$ cat src/rtl/score_pkg.sv
// Shared constants, state encoding, font and arithmetic helpers for the
// score bitmap generator.
//   COLS x ROWS  : score bitmap geometry (bit r*COLS+c = row r, col c)
//   FONT         : 3x5 digit glyphs, row-major, MSB = top-left unit
//   sat_score    : clamps a binary score to SCORE_MAX
//   bcd_step     : one shift-add-3 iteration of binary-to-BCD conversion
package score_pkg;
  localparam int SCORE_W    = 10;
  localparam int SCORE_MAX  = 999;
  localparam int COLS       = 16;
  localparam int ROWS       = 48;
  localparam int MAP_W      = COLS * ROWS;
  localparam int GLYPH_W    = 3;
  localparam int GLYPH_H    = 5;
  localparam int GLYPH_BITS = GLYPH_W * GLYPH_H;
  localparam int NUM_DIGITS = 3;
  localparam int BCD_W      = 4 * NUM_DIGITS;

  typedef enum logic [1:0] {IDLE, CONVERT, DRAW, COMMIT} state_t;

  localparam logic [GLYPH_BITS-1:0] FONT [10] = '{
    15'b111_101_101_101_111,  // 0
    15'b010_110_010_010_111,  // 1
    15'b111_001_111_100_111,  // 2
    15'b111_001_111_001_111,  // 3
    15'b101_101_111_001_001,  // 4
    15'b111_100_111_001_111,  // 5
    15'b111_100_111_101_111,  // 6
    15'b111_001_001_001_001,  // 7
    15'b111_101_111_101_111,  // 8
    15'b111_101_111_001_111   // 9
  };

  function automatic logic [SCORE_W-1:0] sat_score(input logic [SCORE_W-1:0] s);
    return (s > SCORE_W'(SCORE_MAX)) ? SCORE_W'(SCORE_MAX) : s;
  endfunction

  // Every nibble >= 5 gets +3, then the whole register shifts in bit_in.
  function automatic logic [BCD_W-1:0] bcd_step(input logic [BCD_W-1:0] bcd,
                                                input logic             bit_in);
    logic [BCD_W-1:0] adj;
    adj = bcd;
    for (int i = 0; i < NUM_DIGITS; i++)
      if (adj[4*i +: 4] >= 4'd5) adj[4*i +: 4] = adj[4*i +: 4] + 4'd3;
    return {adj[BCD_W-2:0], bit_in};
  endfunction
endpackage

$ cat src/rtl/digit_glyph_rom.sv
// Combinational digit -> 3x5 glyph lookup.
//   digit : BCD digit 0..9 (codes 10..15 give a blank glyph)
//   glyph : 15-bit glyph, row-major, MSB = top-left unit
module digit_glyph_rom
  import score_pkg::*;
(
  input  logic [3:0]            digit,
  output logic [GLYPH_BITS-1:0] glyph
);
  always_comb begin
    glyph = '0;
    if (digit <= 4'd9) glyph = FONT[digit];
  end
endmodule

$ cat src/rtl/score_bitmap_gen.sv
// Renders a 10-bit score as three 3x5 decimal glyphs in a 16x48 bitmap.
// Sequence: IDLE latch -> 10 shift-add-3 cycles -> 3 glyph draw cycles into a
// shadow map -> 1 commit cycle copying shadow to score_map, so the visible map
// only ever changes atomically.
//   clk       : system clock
//   reset     : asynchronous, active-high; blanks the map
//   score     : binary score 0..1023 (values above 999 render as 999)
//   score_map : committed bitmap, bit r*COLS+c = row r, col c
//   busy      : high while a conversion is in flight
//   map_valid : high during the commit cycle; score_map takes the new value
//               at the end of it (15th edge counting the latching edge)
// Optional build macro LEADING_ZERO_BLANK_EN suppresses leading zero glyphs
// (ones digit is always drawn; draw timing is unchanged).
module score_bitmap_gen
  import score_pkg::*;
#(
  parameter int ORIGIN_ROW  = 1,
  parameter int ORIGIN_COL  = 1,
  parameter int DIGIT_PITCH = 4
) (
  input  logic               clk,
  input  logic               reset,
  input  logic [SCORE_W-1:0] score,
  output logic [MAP_W-1:0]   score_map,
  output logic               busy,
  output logic               map_valid
);
  state_t                              state, state_n;
  logic [3:0]                          cnt;
  logic [SCORE_W-1:0]                  last_score, shreg, score_sat;
  logic [BCD_W-1:0]                    bcd;
  logic                                drawn, start;
  logic [MAP_W-1:0]                    shadow, draw_vec;
  logic [NUM_DIGITS-1:0][3:0]          dig;
  logic [NUM_DIGITS-1:0][GLYPH_BITS-1:0] glyph;
  logic [NUM_DIGITS-1:0]               draw_en;
  logic [NUM_DIGITS-1:0][MAP_W-1:0]    placed;

  assign score_sat = sat_score(score);
  // drawn=0 forces one render after reset even if the score never changes.
  assign start     = (score_sat != last_score) || !drawn;
  assign busy      = (state != IDLE);

  // Digit 0 = hundreds (top nibble), digit 2 = ones.
  always_comb
    for (int d = 0; d < NUM_DIGITS; d++) dig[d] = bcd[BCD_W-1-4*d -: 4];

  for (genvar d = 0; d < NUM_DIGITS; d++) begin : g_rom
    digit_glyph_rom u_rom (.digit(dig[d]), .glyph(glyph[d]));
  end

`ifdef LEADING_ZERO_BLANK_EN
  assign draw_en = {1'b1, |{dig[0], dig[1]}, |dig[0]};
`else
  assign draw_en = '1;
`endif

  // Each glyph pre-positioned at its fixed slot; DRAW only selects and ORs.
  always_comb begin
    placed = '0;
    for (int d = 0; d < NUM_DIGITS; d++)
      for (int r = 0; r < GLYPH_H; r++)
        for (int c = 0; c < GLYPH_W; c++)
          placed[d][(ORIGIN_ROW+r)*COLS + ORIGIN_COL + d*DIGIT_PITCH + c] =
            glyph[d][GLYPH_BITS-1-(r*GLYPH_W+c)] & draw_en[d];
  end

  always_comb begin
    draw_vec = '0;
    for (int d = 0; d < NUM_DIGITS; d++)
      if (cnt == 4'(d)) draw_vec = placed[d];
  end

  always_ff @(posedge clk or posedge reset)
    if (reset) state <= IDLE;
    else       state <= state_n;

  always_comb begin
    state_n   = state;
    map_valid = 1'b0;
    case (state)
      IDLE:    if (start) state_n = CONVERT;
      CONVERT: if (cnt == 4'(SCORE_W-1)) state_n = DRAW;
      DRAW:    if (cnt == 4'(NUM_DIGITS-1)) state_n = COMMIT;
      COMMIT: begin
        map_valid = 1'b1;
        state_n   = IDLE;
      end
      default: state_n = IDLE;
    endcase
  end

  always_ff @(posedge clk or posedge reset) begin
    if (reset) begin
      cnt        <= '0;
      last_score <= '0;
      shreg      <= '0;
      bcd        <= '0;
      drawn      <= 1'b0;
      shadow     <= '0;
      score_map  <= '0;
    end else begin
      cnt <= (state == IDLE || state_n != state) ? 4'd0 : cnt + 4'd1;
      case (state)
        IDLE: if (start) begin
          last_score <= score_sat;
          shreg      <= score_sat;
          bcd        <= '0;
          shadow     <= '0;
        end
        CONVERT: begin
          bcd   <= bcd_step(bcd, shreg[SCORE_W-1]);
          shreg <= shreg << 1;
        end
        DRAW:    shadow <= shadow | draw_vec;
        COMMIT: begin
          score_map <= shadow;
          drawn     <= 1'b1;
        end
        default: ;
      endcase
    end
  end
endmodule

$ cat config.mk
export PLATFORM = sky130hd
export DESIGN_NAME = score_bitmap_gen
export DESIGN_NICKNAME = d
export VERILOG_FILES = /design/src/rtl/score_pkg.sv /design/src/rtl/digit_glyph_rom.sv /design/src/rtl/score_bitmap_gen.sv
export SDC_FILE = /design/constraint.sdc
export NUM_CORES = 1
export LEC_CHECK = 0
export CAP_MARGIN = 20
export CORE_AREA = 4 4 299 301
export CTS_BUF_LIST = sky130_fd_sc_hd__clkbuf_2 sky130_fd_sc_hd__clkbuf_4 sky130_fd_sc_hd__clkbuf_8
export CTS_CLUSTER_DIAMETER = 200
export CTS_CLUSTER_SIZE = 24
export DETAILED_ROUTE_END_ITERATION = 10
export DIE_AREA = 0 0 303 305
export PLACE_DENSITY = 0.33
export SYNTH_ARGS = -nofsm -noshare
export SYNTH_HDL_FRONTEND = slang
export SYNTH_HIERARCHICAL = 1
export SYNTH_SLANG_ARGS = --single-unit
$ cat constraint.sdc
create_clock -name clk -period 6.2 [get_ports clk]
set_clock_uncertainty 0.05 [all_clocks]
set_input_delay 1.24 -clock clk [delete_from_list [all_inputs] [get_ports clk]]
set_output_delay 1.24 -clock clk [all_outputs]
set_load 0.02 [all_outputs]
==> results_dict.tcl <==
set metrics [dict create \
    crit_buf_inv 3 \
    dp_hpwl_um 19300 \
    peakVddDrop_mv 0.101 \
    powerDensity_nw_per_um2 368 \
    setup_viol 0 \
    finalCritPeriodShare_pct 59.5 \
    cts_tree "done" \
    crit_fanout 31 \
    antenna_found_initial 1 \
    synthArstFlopShare_pct 100 \
    post-place-cells 2454 \
    drc 0 \
    ys_seq_area_share_pct 27.8 \
    status "finished, final reports clean" \
    crit_chain "nand2_2 -> buf_4 -> inv_1 -> clkdlybuf4s50_1" \
    root_buffer "clkbuf_8" \
    gr-total-overflow 0 \
    drv_slew 0 \
    grt_use_total_pct 4.86 \
    hold_buffers 0 \
    grt_max_degree 80 \
    wire_per_inst_um 9.77 \
    vias_per_cell 2.42 \
    ff2ff_setup_slack_ns 3.47 \
    multi_input_area_um2 5360 \
    crit_end "map_valid" \
    cts_setup_buffers 0 \
    synth_flop_cell "dfrtp_1" \
    htreeDepth 4 \
    initial_utilization_pct 13.4 \
    fin_cells 2487 \
    cts_resized 0 \
    ios 782 \
    ant_nets 0 \
    wl_um 24300 \
    cp-start-kind "register" \
    coreArea_um2 86600 \
    io_buffers 58 \
    crit_type "reg -> out" \
    crit_arrival_ns 2.40 \
    rsz0062_at_grt "false" \
    reg2reg_from "state[1]" \
    syn-cell-area_um2 11600 \
    grt_pass1_vias 5468 \
    clk_latency_ns 0.53 \
    tightest_slew_ns 1.06 \
    critPathMaxStageDelay_ns 0.63 \
    p_leak_nw 5.59 \
    critPathCaptureType "output pin" \
    dieArea_um2 92400 \
    worstRegToRegCells 5 \
    cts_made_buffers 17 \
    crit_path_start "state[1]" \
    ff_latch_area_um2 3230 \
    cp_data_required_time_ns 4.91 \
    timing.fmax_ghz 0.271 \
    timing.critical_path.max_delay_family "buffers and inverters" \
    hold_viol_final 0 \
    clk_pin_slew_worst_paths_ns 0.08 \
    yosysUniqueCellTypes 53 \
    synth_area_leaders "buf_4, dfrtp_1, mux2_2, ha_1, a21oi_1" \
    die_w_um 303 \
    grt_first_pass_wirelength_um 34200 \
    fin_nets 1353 \
    yosysTopAreaCellShare_pct 47.5 \
    post-route-min-period_ns 3.69 \
    dr.pass1.iters 4 \
    drive_gt1_share_pct 8.34 \
    syn_avg_cell_area_um2 9.14 \
    num-fill-cells 9932 \
    ys_warn_count 6 \
    maxCapViolations 0 \
    clock_sinks 129 \
    worstSetupPathDepth 4 \
    place_congestion 0.646 \
    synth-seq-cells 129 \
    clock_path_buffers 2 \
    die_height_um 305 \
    holdPathStages 2 \
    vias 6016 \
    yosys.area.top_type "buf_4" \
    synthCells 1272 \
    slew_headroom_pct 29.0 \
    crit_slowest_cell "dfrtp_1" \
    dr.first_iter.drc_count 220 \
    layout-area-overhead-vs-synth_pct -3.73 \
    hold_class "reg -> reg" \
    r2r-end "shadow[82]" \
    synth_edf_count 0 \
    rows 108 \
    fin_setup_tns_ns 0 \
    hold_ws_ns 0.448 \
]
## cell families (layout without fill, tap and decap cells)
| family | after synthesis | after routing | share of synthesized area [%] |
|---|---|---|---|
| other | 1 | 724 | 0.0322 |
| flip-flops | 129 | 129 | 27.8 |
| AO/OA/AOI/OAI | 137 | 137 | 8.51 |
| XOR/XNOR | 12 | 12 | 0.904 |
| AND/OR/NAND/NOR | 130 | 130 | 5.61 |
| multiplexers | 53 | 53 | 5.14 |
| buffers and inverters | 787 | 124 | 49.6 |
| adder cells (fa/ha/maj) | 23 | 23 | 2.47 |
## layer usage
metal  vias to the layer above  GRT usage, %  wire length, um
li1                       2757             -                -
met2                       354          8.41            12500
met4                         0          1.77              342
met5                         -             0                0
met3                        20          1.69             2160
met1                      2885          5.49             9330
## worst min-delay path, stage by stage, from the launching register on
cell and delay, ns:
dfrtp_1 0.35, a21oi_1 0.04, nor2_1 0.07
## placed cells by master, fill, tap and decap left out, types with 3 or more instances in the layout
cell,instances
conb_1,723
a22oi_1,6
nand3_1,11
buf_4,6
nand2b_1,6
o22ai_1,3
clkbuf_8,17
nor3b_1,5
clkinvlp_4,3
a21oi_1,49
mux2i_1,5
xnor2_1,10
clkinv_4,3
nor2b_1,12
ha_1,23
o311ai_0,5
nor3b_2,3
clkdlybuf4s50_1,58
dfrtp_1,129
o21ai_0,19
nand2_1,29
inv_6,3
mux2_2,46
inv_1,25
nor2_1,49
o21bai_4,3
a22o_1,22
a221oi_2,8
## state kept, by name, summed over array words and instances, names as in the netlist
| signal | flops |
|---|---|
| last_score | 10 |
| shadow | 45 |
| drawn | 1 |
| cnt | 4 |
| bcd | 12 |
| score_map | 45 |
| shreg | 10 |
| state | 2 |
## cell usage after synthesis (3+ instances only)
library cell and count:
nand3_1 11, nor3b_1 5, inv_1 26, nand2_1 30, buf_6 5, nor2b_1 12
clkbuf_1 12, nor2_1 49, dfrtp_1 129, a221oi_2 8, o22ai_1 3, o21ai_0 19
xnor2_1 10, a22o_1 22, nor3b_2 3, buf_2 8, a31oi_1 3, o21bai_4 3
mux2i_1 5, a22oi_1 6, buf_4 736, a21oi_1 49, ha_1 23, mux2_2 46
nand2b_1 6, o311ai_0 5
## how the worst min path moves through the flow
stage	slack (ns)	from	to
global route	0.46	shadow[82]	shadow[82]
detailed placement	0.43	shreg[0]	shreg[0]
global placement	0.43	shadow[54]	shadow[54]
finish	0.45	shadow[67]	shadow[67]
floorplan	0.38	drawn	drawn
CTS	0.46	shreg[0]	shreg[0]
## layout make-up
type                       count  area share (%)
antenna                        1          0.0224
clock buffer                  18            2.16
clock inverter                14            1.40
inverter                      26           0.894
multi-input combinational   1078            47.9
sequential                   129            28.8
tap                         1155            12.9
timing repair buffer          66            5.87
## per-stage QoR
| stage | area (um2) | utilization (%) | power [mW] | setup WS, ns |
|---|---|---|---|---|
| 2_1_floorplan | 14300 | - | 3.17 | 1.47 |
| 3_3_place_gp | 10800 | 12.4 | 3.36 | 2.13 |
| 3_5_place_dp | 10800 | 12.5 | 3.40 | 2.04 |
| 4_1_cts | 11200 | 12.9 | 4.21 | 2.38 |
| 5_1_grt | 11200 | 12.9 | 4.44 | 2.29 |
| 6_report | 11200 | 12.9 | 4.12 | 2.51 |
## power by group
part / leakage [nW] / switching (mW) / internal, mW
sequential: 1.67 / 0.260 / 1.10
clock: 0.195 / 0.395 / 0.366
combinational: 3.72 / 1.27 / 0.728
total: 5.59 / 1.92 / 2.19
Power figures use the tool's default switching activity.
